## src/rtl/div_repsub_pkg.sv

```systemverilog
// Shared definitions for the repeated-subtraction divider: default width and
// controller state encodings.
package div_repsub_pkg;

  localparam int WIDTH_DEF = 16;

  typedef enum logic [2:0] {
    S_IDLE   = 3'd0,
    S_LOAD_A = 3'd1,
    S_LOAD_B = 3'd2,
    S_RUN    = 3'd3,
    S_DONE   = 3'd4
  } state_e;

endpackage : div_repsub_pkg

```

## src/rtl/div_repsub_if.sv

```systemverilog
// Operand/result bus of the divider. The master side issues start and the two
// operand words; the slave side returns quotient, remainder and status flags.
interface div_repsub_if
  import div_repsub_pkg::*;
#(
  parameter int WIDTH = WIDTH_DEF
);

  logic             start;
  logic [WIDTH-1:0] data_in;
  logic [WIDTH-1:0] quotient;
  logic [WIDTH-1:0] remainder;
  logic             done;
  logic             busy;
  logic             div_by_zero;

  modport master (
    output start, data_in,
    input  quotient, remainder, done, busy, div_by_zero
  );

  modport slave (
    input  start, data_in,
    output quotient, remainder, done, busy, div_by_zero
  );

endinterface : div_repsub_if

```

## src/rtl/div_repsub_datapath.sv

```systemverilog
// Divider datapath: remainder (R), quotient (Q) and divisor (B) registers,
// the R-B subtractor, the R>=B comparator and the B==0 detector. All register
// updates are steered by strobes from the controller in the top.
module div_repsub_datapath
  import div_repsub_pkg::*;
#(
  parameter int WIDTH = WIDTH_DEF
) (
  input  logic             clk,
  input  logic             rst_n,
  input  logic [WIDTH-1:0] data_i,
  input  logic             ld_r_i,     // R <= data_i
  input  logic             ld_b_i,     // B <= data_i
  input  logic             clr_q_i,    // Q <= 0, div_by_zero <= 0
  input  logic             sub_i,      // R <= R-B, Q <= Q+1
  input  logic             set_dbz_i,  // Q <= all-ones, div_by_zero <= 1
  output logic             geq_o,
  output logic             bz_o,
  output logic [WIDTH-1:0] quotient_o,
  output logic [WIDTH-1:0] remainder_o,
  output logic             dbz_o
);

  logic [WIDTH-1:0] r_q, r_d;
  logic [WIDTH-1:0] q_q, q_d;
  logic [WIDTH-1:0] b_q, b_d;
  logic             dbz_q, dbz_d;

  // Full-width unsigned compare; it also guards the subtraction against underflow.
  assign geq_o = (r_q >= b_q);
  assign bz_o  = (b_q == '0);

  // Next-state selection for the datapath registers from the controller strobes.
  always_comb begin
    // NOTE: every variable gets a default first so no path leaves it unassigned,
    // which would otherwise infer a latch.
    r_d   = r_q;
    q_d   = q_q;
    b_d   = b_q;
    dbz_d = dbz_q;

    if (ld_r_i) begin
      r_d = data_i;
    end else if (sub_i) begin
      r_d = r_q - b_q;
    end

    if (ld_b_i) begin
      b_d = data_i;
    end

    if (clr_q_i) begin
      q_d   = '0;
      dbz_d = 1'b0;
    end else if (set_dbz_i) begin
      q_d   = '1;
      dbz_d = 1'b1;
    end else if (sub_i) begin
      q_d = q_q + 1'b1;
    end
  end

  // Register update with synchronous active-low reset.
  always_ff @(posedge clk) begin
    // NOTE: these are plain registers, not a memory array, so clearing them on
    // reset is cheap and gives defined outputs straight after reset.
    if (!rst_n) begin
      // NOTE: non-blocking assignments so every register samples pre-edge values.
      r_q   <= '0;
      q_q   <= '0;
      b_q   <= '0;
      dbz_q <= 1'b0;
    end else begin
      r_q   <= r_d;
      q_q   <= q_d;
      b_q   <= b_d;
      dbz_q <= dbz_d;
    end
  end

  assign quotient_o  = q_q;
  assign remainder_o = r_q;
  assign dbz_o       = dbz_q;

endmodule : div_repsub_datapath

```

## src/rtl/div_repsub.sv

```systemverilog
// Unsigned repeated-subtraction divider. The controller FSM sequences
// start -> dividend -> divisor -> subtract loop -> done, driving the datapath
// through load/clear/subtract strobes. A held start parks the block in DONE;
// a new operation requires start to drop and rise again.
module div_repsub
  import div_repsub_pkg::*;
#(
  parameter int WIDTH = WIDTH_DEF
) (
  input  logic         clk,
  input  logic         rst_n,
  div_repsub_if.slave  bus
);

  state_e state_q, state_d;

  logic ld_r, ld_b, clr_q, sub, set_dbz;
  logic geq, bz;

  div_repsub_datapath #(
    .WIDTH (WIDTH)
  ) u_datapath (
    .clk         (clk),
    .rst_n       (rst_n),
    .data_i      (bus.data_in),
    .ld_r_i      (ld_r),
    .ld_b_i      (ld_b),
    .clr_q_i     (clr_q),
    .sub_i       (sub),
    .set_dbz_i   (set_dbz),
    .geq_o       (geq),
    .bz_o        (bz),
    .quotient_o  (bus.quotient),
    .remainder_o (bus.remainder),
    .dbz_o       (bus.div_by_zero)
  );

  // State register; reset overrides any state, including mid-RUN.
  always_ff @(posedge clk) begin
    if (!rst_n) begin
      state_q <= S_IDLE;
    end else begin
      state_q <= state_d;
    end
  end

  // Next-state and datapath strobe decode.
  always_comb begin
    state_d = state_q;
    ld_r    = 1'b0;
    ld_b    = 1'b0;
    clr_q   = 1'b0;
    sub     = 1'b0;
    set_dbz = 1'b0;

    unique case (state_q)
      S_IDLE: begin
        if (bus.start) state_d = S_LOAD_A;
      end
      S_LOAD_A: begin
        ld_r    = 1'b1;
        clr_q   = 1'b1;
        state_d = S_LOAD_B;
      end
      S_LOAD_B: begin
        ld_b    = 1'b1;
        state_d = S_RUN;
      end
      S_RUN: begin
        if (bz) begin
          set_dbz = 1'b1;
          state_d = S_DONE;
        end else if (geq) begin
          sub = 1'b1;
        end else begin
          state_d = S_DONE;
        end
      end
      S_DONE: begin
        if (!bus.start) state_d = S_IDLE;
      end
      default: state_d = S_IDLE;
    endcase
  end

  // Status flags decoded directly from the registered state.
  assign bus.done = (state_q == S_DONE);
  assign bus.busy = (state_q == S_LOAD_A) || (state_q == S_LOAD_B) || (state_q == S_RUN);

endmodule : div_repsub
```

## src/flat_wrapper.sv

```systemverilog
// flat-port wrapper written by rule: the top's interface ports become plain ports
module div_repsub_flat import div_repsub_pkg::*;
#(
  parameter int WIDTH = WIDTH_DEF
)
  (clk, rst_n, bus_start, bus_data_in, bus_quotient, bus_remainder, bus_done, bus_busy, bus_div_by_zero);
  div_repsub_if #(.WIDTH(WIDTH)) bus_i ();
  input  logic clk;
  input  logic rst_n;
  input wire logic [$bits(bus_i.start)-1:0] bus_start;
  input wire logic [$bits(bus_i.data_in)-1:0] bus_data_in;
  output wire logic [$bits(bus_i.quotient)-1:0] bus_quotient;
  output wire logic [$bits(bus_i.remainder)-1:0] bus_remainder;
  output wire logic [$bits(bus_i.done)-1:0] bus_done;
  output wire logic [$bits(bus_i.busy)-1:0] bus_busy;
  output wire logic [$bits(bus_i.div_by_zero)-1:0] bus_div_by_zero;
  assign bus_i.start = bus_start;
  assign bus_i.data_in = bus_data_in;
  assign bus_quotient = bus_i.quotient;
  assign bus_remainder = bus_i.remainder;
  assign bus_done = bus_i.done;
  assign bus_busy = bus_i.busy;
  assign bus_div_by_zero = bus_i.div_by_zero;
  div_repsub #(.WIDTH(WIDTH)) u_core (.clk(clk), .rst_n(rst_n), .bus(bus_i));
endmodule
```

## config.mk

```make
export PLATFORM = sky130hd
export DESIGN_NAME = div_repsub_flat
export DESIGN_NICKNAME = d
export VERILOG_FILES = /design/src/rtl/div_repsub_pkg.sv /design/src/rtl/div_repsub_if.sv /design/src/rtl/div_repsub_datapath.sv /design/src/rtl/div_repsub.sv /design/src/flat_wrapper.sv
export SDC_FILE = /design/constraint.sdc
export NUM_CORES = 1
export LEC_CHECK = 0
export BUFFER_PORTS_ARGS = -buffer_cell sky130_fd_sc_hd__buf_2
export CORE_ASPECT_RATIO = 1.5
export CORE_MARGIN = 4
export CORE_UTILIZATION = 50
export CTS_CLUSTER_DIAMETER = 200
export DETAILED_ROUTE_END_ITERATION = 7
export PLACE_DENSITY = 0.75
export SETUP_SLACK_MARGIN = 0.02
export SYNTH_ARGS = -nofsm -noshare
export SYNTH_HDL_FRONTEND = slang
export SYNTH_SLANG_ARGS = --single-unit
```

## constraint.sdc

```tcl
create_clock -name clk -period 3.9 [get_ports clk]
set_clock_uncertainty 0.05 [all_clocks]
set_input_delay 0.39 -clock clk [delete_from_list [all_inputs] [get_ports clk]]
set_output_delay 0.39 -clock clk [all_outputs]
set_load 0.05 [all_outputs]
```

After elaboration in Yosys (flattened, before gate mapping):

Cells that the tools add are included.

* logic and storage cells: 40
* bits in writable memories: 0
* memory bits (read-only): 0
* bits in latches: 0
* input port bits: 19
* memories: 0
* flip-flop bits (word level): 52

* divide/modulo/power cells: 0
* magnitude comparators: 1
* add/subtract/negate cells: 2
* shift operators: 0
* eq/ne operators: 7
* multipliers: 0
* bitwise gates (word level): 1
* reduce and logical (&&, ||, !) cells: 8
* multiplexer cells: 16

Operators with widths (count)
* 2-to-1 mux 16 bit: 4
* adder 16 x 1 -> 16 bit (second input constant): 1
* greater-or-equal comparator 16 bit: 1
* logical NOT 16 bit: 1
* subtractor 16 bit: 1
* one-hot mux 3 bit (5 select lines): 1
* 2-to-1 mux 3 bit: 4
* 2-to-1 mux 1 bit: 7
* equality test 3 x 2 -> 1 bit (second input constant): 2
* inequality test 2 bit (second input constant): 2
* nonzero test 2 bit: 2
* equality test 3 x 1 -> 1 bit (second input constant): 1
* equality test 3 bit (second input constant): 1
* logical NOT 3 bit: 1
* inequality test 3 bit (second input constant): 1
* AND reduction 3 bit: 1
* logical OR 1 bit: 2
* OR reduction 2 bit: 1
* NOT 1 bit: 1

Logic depth before layout (Yosys ltp):

* word-level depth: 6
* gate-level depth with buffers: 12

Modules after synthesis:

From an unflattened synthesis, not the netlist that was laid out.

* cells, all modules: 390
* area, all modules: 3126.7 um2

Modules (own cells, without submodules)
* div_repsub_datapath: cells each 366, seq. area each 980.9 um2, area an instance 2932.8 um2, times used 1
* div_repsub: cells each 24, seq. area each 60.1 um2, area an instance 193.9 um2, times used 1

Least setup slack after synthesis:

Ideal clock, no wire load.

* path type: register -> register
* from: reg u_core.u_datapath.r_q[0] (netlist: u_core.u_datapath.remainder_o[0])
* to: reg u_core.u_datapath.q_q[14] (netlist: u_core.u_datapath.quotient_o[14])
* path buffers: 0
* stages on the path, launching flop included: 12
* slack: 0.968 ns
* required time: 3.775 ns
* period minus slack after synthesis: 2.932 ns
* data arrival time: 2.807 ns
* path through: dfxtp_1 > inv_1 > ha_1 > inv_1 > fa_1 > a21o_1 > a221oi_1 > or3_4 > a311oi_4 > nand4_1 > or3_1 > a31oi_1

* word-level cells in the longest chain between the ends: 5

RTL lines
* from (decl): line div_repsub_datapath.sv:24 `logic [WIDTH-1:0] r_q, r_d;`
* from (signal assigned): line div_repsub_datapath.sv:74 `r_q <= r_d;`
* greater-or-equal comparator 16 bit: line div_repsub_datapath.sv:30 `assign geq_o = (r_q >= b_q);`
* 2-to-1 mux 1 bit: line div_repsub.sv:73 `end else if (geq) begin`
* 2-to-1 mux 1 bit: line div_repsub.sv:70 `if (bz) begin`
* 2-to-1 mux 1 bit: line div_repsub.sv:56 `unique case (state_q)`
* nonzero test 2 bit (no source line)
* to (signal assigned): line div_repsub_datapath.sv:75 `q_q <= q_d;`
* to (decl): line div_repsub_datapath.sv:25 `logic [WIDTH-1:0] q_q, q_d;`

No other way between the ends.
A chain may end at the register's enable or synchronous reset.

Worst setup path after layout:

* from: reg u_core.u_datapath.b_q[0]
* to: reg u_core.u_datapath.r_q[11] (netlist: u_core.u_datapath.remainder_o[11])

* word-level cells in the longest chain between the ends: 5
* elaborated cells on any way between the ends: 9
* classes of those cells: 1 x add/sub; 1 x order compare; 5 x mux; 2 x reduce/logical

RTL lines
* from (decl): line div_repsub_datapath.sv:26 `logic [WIDTH-1:0] b_q, b_d;`
* from (signal assigned): line div_repsub_datapath.sv:71 `b_q <= '0;`
* from (signal assigned): line div_repsub_datapath.sv:76 `b_q <= b_d;`
* greater-or-equal comparator 16 bit: line div_repsub_datapath.sv:30
* 2-to-1 mux 1 bit: line div_repsub.sv:73
* 2-to-1 mux 1 bit: line div_repsub.sv:70
* 2-to-1 mux 1 bit: line div_repsub.sv:56
* nonzero test 2 bit (no source line)

Several ways; a longest one is shown, not always the timed one. The select of a mux whose other input is x is not followed.

==> impl_metrics.ini <==
[status]
status = complete, no violations

[synthesis]
synth_top_area_share_pct = 34.0
syn_nets = 419
synth_top_family_by_area = compound AO/OA/AOI/OAI gates
synth_warnings = 0
async_reset_ff_share_pct = 0
postSynthAreaPerCell_um2 = 8.01
synth_edf_count = 0
seq_area_frac_synth_pct = 34.0
synthMuxAreaShare_pct = 2.62
synth_adder_area_share_pct = 7.61
synth_flop_cell = dfxtp_1
synthTopCellsByArea = dfxtp_1 (34%), ha_1 (7.0%), nand2_1 (6.8%)
synth_area_um2 = 3060
synthTopCellsByCount = nand2_1 (55), dfxtp_1 (52), a21oi_1 (29), inv_1 (25), a21boi_0 (23)
synth.most_common_cell = nand2_1
synthCells = 382
yosysTopAreaCell = dfxtp_1
synthDistinctLibCells = 48
synth-xor-area-share_pct = 6.01
synth_seq_cells = 52
synth_compound_area_share_pct = 23.8
synth-simple-area-share_pct = 20.5

[critical_path]
max_stage_delay_ps = 600
cpLargestDelayFamily = compound AO/OA/AOI/OAI gates
critPathCaptureType = register
path_cells = ha_1, inv_1, fa_1, a21o_1, a221oi_1, or3_4, a311oi_4, nor2_1, a22oi_1, a21boi_0
start_kind = register
crit_arrival_ps = 3480
cp_num_buf_inv = 1
slowest_stage = a221oi_1
path_class = reg2reg
required_ps = 4090
crit_fanout = 13

[sta]
timing.fmax_mhz = 303
finalSetupViolations = 0
final-hold-violation-count = 0
min_period_ps = 3300
grt_setup_unrepaired = no
worst_pin_slew_ps = 713
fin_tns_setup_ps = 0
drv_slew = 0
relSlewSlack_pct = 52.5
min_period_over_period_pct = 84.5

[clocking]
clock-sinks = 52
clk_latency_ps = 310
clock-root-buffer = clkbuf_8
cts_resized = 0
postCtsHoldBufs = 0
ctsLongestPathBuffers = 2
post-cts-setup-buffer-count = 0
tritoncts = yes
htreeDepth = 2
cts_buffers = 5
path_clk_slew_ps = 100

[pwr]
power_w = 0.00158
p_leak_nw = 1.41
ir_worst_vdd_mv = 0.266
power_density_nw_per_um2 = 459

[final_layout]
drive_above_1_share_pct = 15.9
syn2layout_area_growth_pct = 12.9
n_antenna_cell = 0
fin_nets = 466
nFillCells = 571

[detailed_routing]
route.detailed.drc = 0
routed_wl_um = 8260
dr.pass1.iters = 5
vias_per_cell = 5.87
drtIter0Drc = 87
post_drt_wl_per_cell_um = 16.5
num_vias = 2943
ant_nets = 0

[worst_hold_path]
hold_path.class = in2reg

[floorplan]
die_w_um = 71.9
pin_count = 54
rows = 34
die_area_um2 = 7460
fp.dieH_um = 104
coreArea_um2 = 5870
start_util_pct = 52.1

[grt]
grt_pass1_wl_um = 13700
gr-usage-all-layers_pct = 22.7
overflow = 0
grt_max_degree = 41
antenna_found_initial = 0
grt_pass1_vias = 2972

[placement]
place_hpwl_um = 6330
io_buffer_count = 53
gp_congestion = 0.952

[flow_run]
drv.max_cap_violation_count = 0
==> final timing paths <==
kind                                               from                                              to  slack (ps)  depth (start not counted)
hold reg to reg    u_core.u_datapath.dbz_o$_SDFFE_PP0P_            u_core.u_datapath.dbz_o$_SDFFE_PP0P_         400                          2
setup / recovery  u_core.u_datapath.b_q[0]$_SDFFE_PN0P_  u_core.u_datapath.remainder_o[11]$_SDFFE_PN0P_         600                         10
hold / removal                          bus_data_in[10]  u_core.u_datapath.remainder_o[10]$_SDFFE_PN0P_         270                          3
setup reg to reg  u_core.u_datapath.b_q[0]$_SDFFE_PN0P_  u_core.u_datapath.remainder_o[11]$_SDFFE_PN0P_         600                         10
==> cells in the final DEF, fill, tap and decap left out, drive strengths merged, types with 2 or more instances in the layout <==
cell type and instances:
ha 17, nand4 11, inv 25, xor2 12, o21a 3, nor2 17, a21boi 23, a21oi 29
a211oi 3, a21o 5, and2 5, nor2b 2, nor4 4, nor3 3, clkbuf 5, and3 5
o31ai 2, mux2i 8, dfxtp 52, nand3 19, o21ai 19, a311oi 2, o2111ai 2, buf 57
xnor2 9, nand2 55, o211ai 4, or3 3, a22oi 4, a31oi 7
==> stage by stage <==
stage | util (%) | area [µm²] | std cells | setup WS, ps | hold slack [ps]
floorplan | - | 3060 | 382 | 968 | 406
global placement | 57.4 | 3370 | 494 | 701 | 382
detailed placement | 57.4 | 3370 | 494 | 643 | 386
CTS | 58.8 | 3450 | 501 | 616 | 264
global route | 58.8 | 3450 | 501 | 350 | 291
finish | 58.8 | 3450 | 501 | 604 | 267
==> sequential cells by signal (all words and copies together) (netlist names) <==
register                       flops
u_core.u_datapath.b_q             16
u_core.u_datapath.dbz_o            1
u_core.u_datapath.remainder_o     16
u_core.u_datapath.quotient_o      16
u_core.state_q                     3
==> final cells by class <==
type | instances | area (µm²) | share of cell area [%]
clock buffers | 5 | 68.8 | 1.99
clock inverters | 2 | 12.5 | 0.362
inverters | 25 | 93.8 | 2.72
repair buffers | 57 | 295 | 8.55
well taps | 72 | 90.1 | 2.61
multi-input cells | 288 | 1850 | 53.6
flip-flops and latches | 52 | 1040 | 30.1
==> power breakdown <==
part	switching, W	internal, W
registers	0.0000361	0.000568
logic	0.000426	0.000250
clock network	0.000182	0.000122
==> worst register-to-register path, stage by stage, from the launching register on <==
cell and delay [ps]:
dfxtp_1 380, ha_1 180, inv_1 60, fa_1 390, a21o_1 190, a221oi_1 600, or3_4 260, a311oi_4 200
nor2_1 580, a22oi_1 140, a21boi_0 200
==> kinds of logic after synthesis <==
family	count (synthesis)
simple gates	131
compound gates	110
flops	52
buf+inv	42
xor+xnor	21
fa+ha+maj	18
mux	8
==> metal layers <==
layer	vias to the layer above	routed length (µm)	track usage, %
met5	-	0	0
met4	0	491	13.8
met3	31	339	3.20
met2	85	4250	40.7
met1	1382	3180	24.2
li1	1445	-	-
No activity file was read; power rests on OpenSTA's default activity.
